--- src/rtl/checkout_scan_controller.sv ---
// Checkout lane scan sequencer: captures a UPC/mark on each scan edge, evaluates
// the discount and stolen rules, keeps saturating tallies and locks out scans.
module checkout_scan_controller #(
  parameter int unsigned COUNT_W     = 8,
  parameter int unsigned HOLD_CYCLES = 4
) (
  input  logic               clk,
  input  logic               reset_n,
  input  logic               scan_req,
  input  logic [2:0]         upc,
  input  logic               mark,
  input  logic               alarm_clr,
  output logic               scan_ack,
  output logic               discount,
  output logic               stolen,
  output logic               alarm,
  output logic               busy,
  output logic [COUNT_W-1:0] item_count,
  output logic [COUNT_W-1:0] discount_count,
  output logic [COUNT_W-1:0] theft_count
);

  localparam int unsigned HOLD_W = (HOLD_CYCLES < 2) ? 1 : $clog2(HOLD_CYCLES + 1);

  typedef enum logic [1:0] {
    IDLE  = 2'd0,
    EVAL  = 2'd1,
    SHOW  = 2'd2,
    ALARM = 2'd3
  } state_t;

  state_t            state;
  state_t            state_nxt;
  logic [2:0]        upc_q;
  logic              mark_q;
  logic              scan_prev;
  logic [HOLD_W-1:0] hold;

  logic scan_edge_c;
  logic disc_c;
  logic stole_c;

  assign scan_edge_c = scan_req & ~scan_prev;
  assign disc_c      = upc_q[1] | (upc_q[2] & upc_q[0]);
  assign stole_c     = (~upc_q[1] & ~upc_q[0] & ~mark_q) | (upc_q[2] & upc_q[0] & ~mark_q);

  function automatic logic [COUNT_W-1:0] sat_inc(input logic [COUNT_W-1:0] v);
    return (v == {COUNT_W{1'b1}}) ? v : v + COUNT_W'(1);
  endfunction

  // Next-state decode; edges outside IDLE are simply never looked at.
  always_comb begin
    state_nxt = state;
    unique case (state)
      IDLE:    if (scan_edge_c) state_nxt = EVAL;
      EVAL:    state_nxt = stole_c ? ALARM : SHOW;
      SHOW:    if (hold == HOLD_W'(1)) state_nxt = IDLE;
      ALARM:   if (alarm_clr) state_nxt = IDLE;
      default: state_nxt = IDLE;
    endcase
  end

  always_ff @(posedge clk or negedge reset_n) begin
    if (!reset_n) begin
      state <= IDLE;
    end else begin
      state <= state_nxt;
    end
  end

  // Capture, result latching, counters and registered status outputs.
  always_ff @(posedge clk or negedge reset_n) begin
    if (!reset_n) begin
      scan_prev      <= 1'b1;
      upc_q          <= 3'd0;
      mark_q         <= 1'b0;
      hold           <= '0;
      scan_ack       <= 1'b0;
      discount       <= 1'b0;
      stolen         <= 1'b0;
      alarm          <= 1'b0;
      busy           <= 1'b0;
      item_count     <= '0;
      discount_count <= '0;
      theft_count    <= '0;
    end else begin
      scan_prev <= scan_req;
      busy      <= (state_nxt != IDLE);
      scan_ack  <= (state == EVAL);
      unique case (state)
        IDLE: begin
          if (scan_edge_c) begin
            upc_q  <= upc;
            mark_q <= mark;
          end
        end
        EVAL: begin
          discount   <= disc_c;
          stolen     <= stole_c;
          item_count <= sat_inc(item_count);
          if (disc_c)  discount_count <= sat_inc(discount_count);
          if (stole_c) theft_count    <= sat_inc(theft_count);
          if (stole_c) alarm <= 1'b1;
          else         hold  <= HOLD_W'(HOLD_CYCLES);
        end
        SHOW: begin
          hold <= hold - HOLD_W'(1);
        end
        ALARM: begin
          if (alarm_clr) alarm <= 1'b0;
        end
        default: ;
      endcase
    end
  end

endmodule

--- config.mk ---
export PLATFORM = sky130hd
export DESIGN_NAME = checkout_scan_controller
export DESIGN_NICKNAME = d
export VERILOG_FILES = /design/src/rtl/checkout_scan_controller.sv
export SDC_FILE = /design/constraint.sdc
export NUM_CORES = 1
export LEC_CHECK = 0
export CAP_MARGIN = 20
export CORE_MARGIN = 2
export CORE_UTILIZATION = 46
export CTS_BUF_LIST = sky130_fd_sc_hd__clkbuf_8 sky130_fd_sc_hd__clkbuf_16
export DETAILED_ROUTE_END_ITERATION = 7
export DONT_BUFFER_PORTS = 1
export HOLD_SLACK_MARGIN = 0.02
export PLACE_DENSITY = 0.61
export SLEW_MARGIN = 20
export SYNTH_ARGS = -nofsm -noshare
export SYNTH_HDL_FRONTEND = slang
export SYNTH_SLANG_ARGS = --single-unit
--- constraint.sdc ---
create_clock -name clk -period 1.7 [get_ports clk]
set_input_delay 0.17 -clock clk [delete_from_list [all_inputs] [get_ports clk]]
set_output_delay 0.17 -clock clk [all_outputs]
set_load 0.005 [all_outputs]
==> run_results.csv <==
group,metric,value,unit
placed_design,place_worst_setup_slack,0.06133,ns
critical_path,worstPathRequired,1.88,ns
clock_tree,clock-root-buffer,"clkbuf_8",
finish,drive_gt1_share,19.34,%
pwr,power.density,1424,nW/um2
global_routing,grt_pass1_vias,1338,
synth,synthTopCellsByArea,"dfrtp_1, mux2_2, ha_1, nand2_1, nand3_1",
global_routing,grtUsageTotal,18.68,%
timing,rsz0062_at_grt,"false",
synth,ys_types,36,
synth,synth_warnings,0,
placed_design,port_buffers,0,
critical_path,cpMaxStageDelayCell,"dfrtp_1",
timing,timing.final.crit_period,1.573,ns
worst_hold_path,min_delay_path_depth,1,
global_routing,grt-busiest-layer,"met2",
global_routing,grt_util_met1,22.22,%
floorplan,core-area,3744,um2
worst_hold_path,min_path_type,"primary input to register",
floorplan,fp.dieH,66.89,um
timing,setup_viol,0,
finish,syn2layout_area_growth,14.17,%
synth,syn_area_per_cell,11.30,um2
synth,synth_seq_area_share,53.71,%
finish,fill_cells,361,
critical_path,slowest_delay,0.40,ns
detailed_routing,vias_per_cell,5.498,
synth,postSynthCellCount,161,
pwr,vdd_drop_max,0.5700,mV
critical_path,rr_worst_depth,5,
critical_path,reg2reg_to,"theft_count[5]",
floorplan,start_util,48.60,%
outcome,outcome,"complete, no violations",
pwr,p_leak,0.9313,nW
detailed_routing,drt_iter0_drc,64,
clock_tree,numCtsBuffers,5,
clock_tree,cts.path.max_buffers,2,
timing,final-hold-violation-count,0,
timing,tns,0,ns
clock_tree,htreeDepth,2,
placed_design,finalWeightedCongestion,0.7879,
timing,maxSlewViolCount,0,
global_routing,grt_pass1_wl,6134,um
timing,layout_setup_ws,0.1273,ns
global_routing,grt_max_degree,40,
global_routing,gr-usage-met3,6.926,%
floorplan,num_rows,22,
global_routing,grt-ovfl-total,0,
floorplan,die-area,4474,um2
worst_hold_path,hp-start,"mark",
placed_design,dp_hpwl,2566,um
detailed_routing,wire_per_inst,15.10,um
run,cap_viol_max_count,0,
timing,tightest_slew,0.5419,ns
critical_path,path_class,"register to register",
clock_tree,tritoncts,"built",
global_routing,antenna_found_initial,0,
finish,num-nets-final,193,
detailed_routing,finalWirelength,3459,um
detailed_routing,dr_total_vias,1259,
detailed_routing,ant_nets,0,
critical_path,r2r_setup_slack,0.13,ns
clock_tree,clk_pin_slew_worst_paths,0.07,ns
timing,fmax,635.8,MHz
floorplan,io_pins,37,
worst_hold_path,hold-path-endpoint,"mark_q",
synth,synth_area,1819,um2
detailed_routing,drc,0,
clock_tree,numClockSinks,39,
critical_path,crit_fanout,12,
clock_tree,clk_latency,0.29,ns
detailed_routing,firstDrtPassIters,4,
critical_path,critPathLaunchType,"register",
critical_path,path_cells,"nor2b_1, nor4_4, buf_6, nand4_1, mux2_2",
timing,maxSlewHeadroom,63.56,%
finish,layout.cells.most_common,"dfrtp_1",
synth,synth_top_area_share,52.27,%
synth,yosysTopAreaCell,"dfrtp_1",
timing,clock_skew,0.005371,ns
synth,synth-seq-cells,39,
critical_path,crit_path_end_kind,"register",
critical_path,r2r_start,"upc_q[1]",
finish,layout_common_cells,"dfrtp_1, nand2_1, mux2_2, nand3_1, inv_1",
global_routing,grtUsageMet2,30.50,%
finish,antenna_cells,0,
synth,syn_nets,174,
timing,finalCritPeriodShare,92.51,%
floorplan,dieWidth,66.89,um
critical_path,arrival,1.75,ns
## routing by layer
layer	part of all wire, %	vias up
met1	44	615
met3	5.6	5
li1	-	614
met2	49	25
met4	1.4	0
met5	0	-
## state kept, by name, summed over array words and instances, names as in the netlist
name / cells
scan_ack: 1
scan_prev: 1
hold: 3
upc_q: 3
discount: 1
item_count: 8
theft_count: 8
discount_count: 8
alarm: 1
state: 2
busy: 1
stolen: 1
mark_q: 1
## logic make-up (layout without fill, tap and decap cells)
logic type / count (synthesis) / in the layout / synth area share (%)
xor+xnor: 8 / 8 / 3.851
simple gates: 59 / 59 / 18.23
fa+ha+maj: 5 / 5 / 3.439
buf+inv: 7 / 27 / 1.651
mux: 15 / 15 / 9.216
flops: 39 / 39 / 53.71
compound gates: 28 / 28 / 9.904
## stage by stage
stage               hold WS, ns  cells  cell area, um2  util (%)  power, mW
detailed placement      -0.1246    216            1932     51.60      2.379
global route            0.03304    229            2077     55.48      3.224
global placement        -0.1247    216            1932     51.60      2.316
CTS                     0.02414    229            2073     55.38      2.999
finish                  0.03459    229            2077     55.48      2.958
floorplan               -0.1256    161            1819         -      2.086
## worst max path at each step
| stage | startpoint | slack (ns) | end | depth (start not counted) |
|---|---|---|---|---|
| floorplan | state[1] | 0.07 | theft_count[1] | 4 |
| global placement | state[1] | 0.11 | theft_count[4] | 5 |
| finish | upc_q[1] | 0.13 | theft_count[5] | 5 |
| global route | upc_q[1] | 0.03 | theft_count[4] | 5 |
| CTS | state[1] | 0.05 | theft_count[5] | 5 |
| detailed placement | state[1] | 0.06 | theft_count[5] | 5 |
## critical path, delay by kind of cell, from the launching register on
| kind | cells | cell delay [ns] |
|---|---|---|
| buf+inv | 1 | 0.19 |
| flops | 1 | 0.40 |
| mux | 1 | 0.28 |
| simple gates | 3 | 0.59 |
## cell usage after synthesis (all sizes together)
library cell,n
or3,1
nor4,1
xnor2,4
ha,5
o31ai,1
nor4b,1
a31oi,4
nand3,11
mux2,14
nand3b,1
nand4,6
o21ai,5
nor2,6
a41oi,1
and4,1
xor2,4
buf,1
inv,6
nand2,16
dfrtp,38
dfstp,1
nand2b,2
o211ai,1
a21o,1
o31a,1
a21boi,1
nor3,2
or2,2
a21oi,6
mux2i,1
or4,1
and3,2
nor3b,2
o21a,7
nor2b,4
## where the power goes
group	internal (mW)	total (mW)	switching [mW]	leakage, nW
combinational	0.437	0.857	0.420	0.381
sequential	1.22	1.52	0.297	0.499
clock	0.276	0.582	0.306	0.0505
## final cells by class
class                           count  area [um2]  area share (%)
Clock buffer                        5       68.82           3.313
Tap cell                           48       60.06           2.892
Inverter                            6       22.52           1.084
Timing Repair Buffer               13       123.9           5.964
Sequential cell                    39       977.2           47.05
Clock inverter                      3       12.51          0.6024
Multi-Input combinational cell    115       812.0           39.10
## what timing repair did
item,in CTS,in global routing
resized for setup,0,2
endpoints found under the setup margin,0,3
endpoints found under the hold margin,42,0
hold buffers,5,0
setup buffers,0,0
(Power assumes the default switching activity.)
